==> src/rtl/mem_stage.sv <==
// Memory stage: E->M pipeline register, load data alignment with stall hold,
// and exception prioritisation toward CP0.
module mem_stage #(
    parameter logic [31:0] RESET_PC = 32'h0000_0000
) (
    input  logic        clk,
    input  logic        resetn,
    input  logic        stall,
    input  logic        flush,
    input  logic [31:0] pc_e,
    input  logic [31:0] aluout_e,
    input  logic [4:0]  writereg_e,
    input  logic [1:0]  controls_e,
    input  logic [5:0]  op_e,
    input  logic        hilo_write_e,
    input  logic [63:0] hilo_e,
    input  logic        cp0_write_e,
    input  logic [4:0]  rd_e,
    input  logic [7:0]  exception_code_e,
    input  logic [31:0] badaddr_e,
    input  logic        in_delayslot_e,
    input  logic        int_pending,
    input  logic [31:0] data_sram_rdata,
    output logic [31:0] pc_m,
    output logic [31:0] aluout_m,
    output logic [4:0]  writereg_m,
    output logic        regwrite_m,
    output logic        memtoreg_m,
    output logic [31:0] result_m,
    output logic        hilo_write_m,
    output logic [63:0] hilo_m,
    output logic        cp0_write_m,
    output logic [4:0]  rd_m,
    output logic        exc_valid_m,
    output logic [4:0]  exc_code_m,
    output logic [31:0] badvaddr_m,
    output logic        in_delayslot_m
);

    localparam logic [5:0] OP_LB  = 6'h20;
    localparam logic [5:0] OP_LH  = 6'h21;
    localparam logic [5:0] OP_LBU = 6'h24;
    localparam logic [5:0] OP_LHU = 6'h25;

    localparam logic [4:0] EXC_INT  = 5'h00;
    localparam logic [4:0] EXC_ADEL = 5'h04;
    localparam logic [4:0] EXC_ADES = 5'h05;
    localparam logic [4:0] EXC_SYS  = 5'h08;
    localparam logic [4:0] EXC_BP   = 5'h09;
    localparam logic [4:0] EXC_RI   = 5'h0a;
    localparam logic [4:0] EXC_OV   = 5'h0c;
    localparam logic [4:0] EXC_ERET = 5'h0e;

    logic        regwrite_r;
    logic        hilo_write_r;
    logic        cp0_write_r;
    logic [5:0]  op_m;
    logic [6:0]  exc_bits;
    logic        load;
    logic        fresh;
    logic [31:0] hold_data;
    logic        hold_valid;
    logic        unused_exc_bit;

    assign load = ~flush & ~stall;
    assign unused_exc_bit = exception_code_e[7];

    always_ff @(posedge clk or negedge resetn) begin
        if (!resetn) begin
            pc_m           <= RESET_PC;
            aluout_m       <= '0;
            writereg_m     <= '0;
            regwrite_r     <= 1'b0;
            memtoreg_m     <= 1'b0;
            op_m           <= '0;
            hilo_write_r   <= 1'b0;
            hilo_m         <= '0;
            cp0_write_r    <= 1'b0;
            rd_m           <= '0;
            exc_bits       <= '0;
            badvaddr_m     <= '0;
            in_delayslot_m <= 1'b0;
        end else if (flush) begin
            pc_m           <= RESET_PC;
            aluout_m       <= '0;
            writereg_m     <= '0;
            regwrite_r     <= 1'b0;
            memtoreg_m     <= 1'b0;
            op_m           <= '0;
            hilo_write_r   <= 1'b0;
            hilo_m         <= '0;
            cp0_write_r    <= 1'b0;
            rd_m           <= '0;
            exc_bits       <= '0;
            badvaddr_m     <= '0;
            in_delayslot_m <= 1'b0;
        end else if (!stall) begin
            pc_m           <= pc_e;
            aluout_m       <= aluout_e;
            writereg_m     <= writereg_e;
            regwrite_r     <= controls_e[1];
            memtoreg_m     <= controls_e[0];
            op_m           <= op_e;
            hilo_write_r   <= hilo_write_e;
            hilo_m         <= hilo_e;
            cp0_write_r    <= cp0_write_e;
            rd_m           <= rd_e;
            exc_bits       <= exception_code_e[6:0];
            badvaddr_m     <= badaddr_e;
            in_delayslot_m <= in_delayslot_e;
        end
    end

    // The SRAM drives read data for one cycle only; capture it so a stalled
    // load keeps presenting the same value.
    always_ff @(posedge clk or negedge resetn) begin
        if (!resetn) begin
            fresh      <= 1'b0;
            hold_data  <= '0;
            hold_valid <= 1'b0;
        end else begin
            fresh <= load;
            if (flush || load) begin
                hold_valid <= 1'b0;
            end else if (fresh && !hold_valid) begin
                hold_data  <= data_sram_rdata;
                hold_valid <= 1'b1;
            end
        end
    end

    logic [31:0] raw;
    logic [7:0]  byte_sel;
    logic [15:0] half_sel;
    logic [31:0] load_value;

    always_comb begin
        raw = hold_valid ? hold_data : data_sram_rdata;
        unique case (aluout_m[1:0])
            2'd0:    byte_sel = raw[7:0];
            2'd1:    byte_sel = raw[15:8];
            2'd2:    byte_sel = raw[23:16];
            default: byte_sel = raw[31:24];
        endcase
        half_sel = aluout_m[1] ? raw[31:16] : raw[15:0];
        case (op_m)
            OP_LB:   load_value = {{24{byte_sel[7]}}, byte_sel};
            OP_LBU:  load_value = {24'h0, byte_sel};
            OP_LH:   load_value = {{16{half_sel[15]}}, half_sel};
            OP_LHU:  load_value = {16'h0, half_sel};
            default: load_value = raw;
        endcase
    end

    assign result_m = memtoreg_m ? load_value : aluout_m;

    logic inst_valid;

    // Interrupts are only taken on a real instruction, never on a bubble.
    assign inst_valid = (pc_m != RESET_PC) | regwrite_r | memtoreg_m
                      | hilo_write_r | cp0_write_r;

    always_comb begin
        exc_valid_m = 1'b1;
        exc_code_m  = 5'h00;
        if (int_pending && inst_valid) begin
            exc_code_m = EXC_INT;
        end else if (exc_bits[3]) begin
            exc_code_m = EXC_RI;
        end else if (exc_bits[2]) begin
            exc_code_m = EXC_SYS;
        end else if (exc_bits[1]) begin
            exc_code_m = EXC_BP;
        end else if (exc_bits[4]) begin
            exc_code_m = EXC_OV;
        end else if (exc_bits[6]) begin
            exc_code_m = EXC_ADEL;
        end else if (exc_bits[5]) begin
            exc_code_m = EXC_ADES;
        end else if (exc_bits[0]) begin
            exc_code_m = EXC_ERET;
        end else begin
            exc_valid_m = 1'b0;
        end
    end

    assign regwrite_m   = regwrite_r & ~exc_valid_m;
    assign hilo_write_m = hilo_write_r & ~exc_valid_m;
    assign cp0_write_m  = cp0_write_r & ~exc_valid_m;

endmodule

==> config.mk <==
export PLATFORM = sky130hd
export DESIGN_NAME = mem_stage
export DESIGN_NICKNAME = d
export VERILOG_FILES = /design/src/rtl/mem_stage.sv
export SDC_FILE = /design/constraint.sdc
export NUM_CORES = 1
export LEC_CHECK = 0
export ABC_AREA = 1
export BUFFER_PORTS_ARGS = -buffer_cell sky130_fd_sc_hd__buf_2
export CAP_MARGIN = 20
export CELL_PAD_IN_SITES_DETAIL_PLACEMENT = 1
export CELL_PAD_IN_SITES_GLOBAL_PLACEMENT = 1
export CORE_MARGIN = 5
export CORE_UTILIZATION = 34
export CTS_CLUSTER_DIAMETER = 150
export DETAILED_ROUTE_END_ITERATION = 8
export PLACE_DENSITY_LB_ADDON = 0.1
export SLEW_MARGIN = 15
export SYNTH_ARGS = -nofsm -noshare
export SYNTH_HDL_FRONTEND = slang
export SYNTH_SLANG_ARGS = --single-unit
export TNS_END_PERCENT = 20
==> constraint.sdc <==
create_clock -name clk -period 2.2 [get_ports clk]
set_input_delay 0.44 -clock clk [delete_from_list [all_inputs] [get_ports clk]]
set_output_delay 0.44 -clock clk [all_outputs]
set_load 0.01 [all_outputs]
### Word level (Yosys, flattened, before mapping)

Index checks and enable logic that the tools add are counted.

* register bits: 222
* input port bits: 226
* output and inout port bits: 213
* logic and storage cells: 92

* eq/ne operators: 7
* mux-type cells: 49
* bitwise logic cells: 12
* reduce and logical (&&, ||, !) cells: 8

Operator list (count)
* 32-bit 2-to-1 mux: 8
* 64-bit 2-to-1 mux: 2
* 32-bit case mux with 4 select lines: 1
* 4-bit 2-to-1 mux: 8
* 32-bit nonzero test: 1
* 6-bit == test (second input constant): 4
* 8-bit case mux with 3 select lines: 1
* 1-bit 2-to-1 mux: 20
* 5-bit 2-to-1 mux: 4
* 16-bit 2-to-1 mux: 1
* 7-bit 2-to-1 mux: 2
* 6-bit 2-to-1 mux: 2
* 1-bit AND: 4
* 1-bit NOT: 4
* 1-bit OR: 4
* 2-bit by 1-bit == test with 1-bit output (second input constant): 1
* 2-bit == test (second input constant): 1
* 1-bit logical AND: 2
* 2-bit logical NOT: 1
* 2-bit by 1-bit != test with 1-bit output (second input constant): 1
* 2-bit AND reduction: 1
* 2-bit nonzero test: 1
* 1-bit logical NOT: 1
* 1-bit logical OR: 1

### Longest topological paths before layout

* depth after elaboration: 10
* gate-level depth with buffers: 13
* depth with buffers taken out: 11

### Least setup slack after synthesis

OpenSTA, ideal clock, no wires.

* path type: reg2out
* start point: register aluout_m[1]
* end point: output port result_m[22]
* arrival time: 1454 ps
* required time: 1760 ps
* setup slack: 306 ps
* cell stages (with the launch flop): 12
* path buffers: 2
* cells stage by stage: dfrtp_1 > buf_2 > nor2_2 > nand3_1 > nand2_1 > inv_1 > nand2_2 > nand3_4 > buf_6 > nand3_2 > nand2_1 > inv_1

* word-level cells in the longest chain between the ends: 4
* elaborated cells on any way between the ends: 7
* those cells by class: eq/ne (2); mux (4); reduce/logical (1)

RTL lines
* from (decl): line 25 `output logic [31:0] aluout_m,`
* from (signal assigned): line 99 `aluout_m <= aluout_e;`
* 2-bit == test (tied with other cells): line 139 `unique case (aluout_m[1:0])`
* 8-bit case mux with 3 select lines: line 139
* 32-bit case mux with 4 select lines *: line 146 `case (op_m)`
* 32-bit 2-to-1 mux *: line 155 `assign result_m = memtoreg_m ? load_value : aluout_m;`
* to (decl): line 29 `output logic [31:0] result_m,`

Mark *: on every way between the ends. The rest lies on a longest branch, timed or not.

### Worst setup path after layout

* start point: register hold_valid
* end point: output port result_m[9]

* word-level cells in the longest chain between the ends: 4
* elaborated cells on any way between the ends: 5
* those cells by class: mux (5)

RTL lines
* from (decl): line 62 `logic hold_valid;`
* from (signal assigned): line 120 `hold_valid <= 1'b0;`
* from (signal assigned): line 124 `hold_valid <= 1'b0;`
* from (signal assigned): line 127 `hold_valid <= 1'b1;`
* 32-bit 2-to-1 mux *: line 138 `raw = hold_valid ? hold_data : data_sram_rdata;`
* 8-bit case mux with 3 select lines or 16-bit 2-to-1 mux (tied branches): line 139, 145
* 32-bit case mux with 4 select lines *: line 146
* 32-bit 2-to-1 mux *: line 155

Marks and branches as above.

==> results.toml <==
[die]
die_h_um = 181.1
start_util_pct = 34.59
boundaryPins = 439
die_x_um = 181.1
core_sq_mm = 0.02878
rows = 62
die_area_sq_mm = 0.03280

[timing]
min_period_ns = 2.642
relSlewSlack_pct = 64.18
final_hold_viol_count = 0
skew_ns = 0.008495
fin_crit_sh_pct = 120.1
rsz0062_at_grt = "true"
fmaxAchievable_mhz = 378.5
hold_ws_ns = 0.1167
slew_violations = 0
tightest_slew_ns = 0.5374
setup_violations = 40
setup_ws_ns = -0.4423

[clock_network]
tritoncts = "done"
h-tree-depth = 1
clk_path_buf_depth = 3
cts_inserted_buffers = 26
cts_root_buf = "clkbuf_16"
cts_num_sinks = 222
path_clk_slew_ns = 0.06
insertion_delay_ns = 0.53

[worst_setup_path]
worst-path-buf-inv = 4
r2r-end = "hold_data[1]$_DFFE_PN0P_"
crit_path_end = "result_m[9]"
required_ns = 1.76
reg2reg_slack_ns = 0.44
path_common_cell = "nand2_1"
endpoint_kind = "output port"
worst_setup_path_start_kind = "register"
r2r-start = "hold_valid$_DFFE_PN0P_"
cp.depth = 12
cp_max_fo = 31
cp_slowest_cell = "dfrtp_2"
max_stage_delay_ns = 0.47
crit_family = "simple AND/OR/NAND/NOR gates"
crit_type = "reg2out"
r2r_cells = 6
cp-startpoint = "hold_valid$_DFFE_PN0P_"
crit_arrival_ns = 2.20
crit_chain = "buf_12 -> nand2_1 -> nand3_1 -> nand2_1 -> inv_1 -> nand2_2 -> nand3_4 -> buf_12 -> nand2_1 -> nand2_1 -> nand2_2 -> buf_6"

[grt]
grt_pass1_wl_um = 63610
grt_usage_pct = 24.57
antenna_found_initial = 17
grt_max_degree = 81
grt_overflow_total = 0
first_global_vias = 10780

[yosys]
syn_avg_cell_area_sq_um = 9.243
netlist_instances = 1077
syn-num-nets = 1303
yosysWarnings = 0
synth_top_area_share_pct = 55.81
synth_top_cell_by_area = "dfrtp_1"
ys_seq_elements = 222
synth_cell_types = 34
syn_area_sq_mm = 0.009955
ys_seq_area_share_pct = 55.81
synth.area.top_cells = "dfrtp_1 56%, a22o_1 12%, nand2_1 9.7%"

[route]
finalWirelength_um = 41910
drt-pass1-iter-count = 4
ant_nets = 0
drcViolationCount = 0
drt-vias-per-instance = 4.986
vias = 9717
first_iter_violations = 454
wl_per_cell_um = 21.51

[placement]
gp_congestion = 0.8514
port_buffers = 436
dp_slack_ns = -0.02181
dpl.hpwl_um = 31170
dpl_cell_area_sq_mm = 0.01288

[run]
max_cap_violations = 0

[run_status]
violations = "setup timing"
status = "finished with violations"

[cells_and_area]
area_growth_pct = 42.77
layout_common_cells = "418 x buf_2, 246 x nand2_1, 219 x dfrtp_1"
layout_commonest_cell = "buf_2"
layout.nets = 1761
design_area_sq_mm = 0.01421
nFillCells = 3444
drive_gt1_share_pct = 39.79

[pwr]
power_mw = 10.78
ir_drop_uv = 439.9
power_density_mw_per_mm2 = 758.8
power.leakage_nw = 7.768

[worst_hold_path]
hold_class = "in2reg"
hold_start = "op_e[5]"
-- worst min-delay path, delay by kind of cell --
family / cells / cell delay [ns]
buffers and inverters: 1 / 0.07
AND/OR/NAND/NOR: 2 / 0.09
-- metal layers --
metal	share of wire, %	vias to the layer above	global-route usage (%)	wire (um)
met5	0.18	-	0	75
met3	6.4	80	7.018	2682
met2	51	280	42.87	21520
met4	3.6	10	10.24	1496
li1	-	4513	-	-
met1	38	4834	28.31	16140
-- Yosys cell counts, drive strengths merged --
cell type / n
nand2: 259
dfrtp: 222
a22o: 136
o21ai: 115
inv: 114
nor2: 60
buf: 40
nand3: 38
a21oi: 37
clkbuf: 31
nand4: 9
nor3: 4
mux2: 2
mux2i: 2
nor4: 2
o211ai: 2
a41oi: 1
conb: 1
o21a: 1
o21bai: 1
-- cells by family (layout without fill, tap and decap cells) --
| group | count (synthesis) | in the layout | synth area share, % |
|---|---|---|---|
| simple gates | 372 | 372 | 15.86 |
| compound gates | 293 | 293 | 20.04 |
| flops | 222 | 222 | 55.81 |
| buf+inv | 185 | 661 | 7.830 |
| mux | 4 | 4 | 0.4273 |
| other cells | 1 | 13 | 0.03767 |
-- flip-flops by register name (all words and copies together), names as in the netlist, 5 cells and up --
register	count
hold_data	32
exc_bits	7
op_m	6
pc_m	32
rd_m	5
badvaddr_m	32
hilo_m	64
aluout_m	32
writereg_m	5
-- how the worst min path moves through the flow --
| stage | slack, ns | cells past startpoint | to |
|---|---|---|---|
| after floorplan | 0.14 | 0 | aluout_m[0]$_DFFE_PN0P_ |
| after global placement | 0.43 | 1 | exc_bits[5]$_DFFE_PN0P_ |
| after detailed placement | 0.43 | 1 | exc_bits[0]$_DFFE_PN0P_ |
| after CTS | 0.09 | 3 | aluout_m[19]$_DFFE_PN0P_ |
| after global routing | 0.10 | 3 | aluout_m[23]$_DFFE_PN0P_ |
| final | 0.12 | 3 | op_m[5]$_DFFE_PN0P_ |
-- timing repair --
action,4_1_cts,5_1_grt
hold buffers,1,0
resized for setup,57,49
pin swaps,6,3
cloned,1,2
endpoints found under the setup margin,40,40
setup buffers,6,2
endpoints found under the hold margin,53,0
-- power breakdown --
part	switching [mW]	total (mW)	internal, mW	leakage (nW)
sequential	0.211	4.61	4.40	2.92
combinational	1.05	1.83	0.776	4.42
clock	1.77	4.34	2.57	0.420
-- metrics by stage --
step / util, % / TNS [ns] / instances
after floorplan: - / 0 / 1077
after global placement: 44.74 / -0.02776 / 1879
after detailed placement: 44.74 / -0.02649 / 1879
after CTS: 48.48 / -14.92 / 1933
after global routing: 49.38 / -18.65 / 1949
final: 49.38 / -14.03 / 1949
-- cell type report --
| type | instances | area, sq um | share of cell area, % |
|---|---|---|---|
| diodes | 12 | 30.03 | 0.2113 |
| clock buffers | 35 | 735.7 | 5.177 |
| clock inverters | 11 | 115.1 | 0.8099 |
| inverters | 114 | 432.9 | 3.046 |
| multi-input cells | 670 | 3844 | 27.04 |
| flip-flops and latches | 222 | 5559 | 39.11 |
| well taps | 384 | 480.5 | 3.381 |
| repair buffers | 500 | 3010 | 21.18 |
| repair inverters | 1 | 5.005 | 0.03521 |
Power figures use the tool's default switching activity.
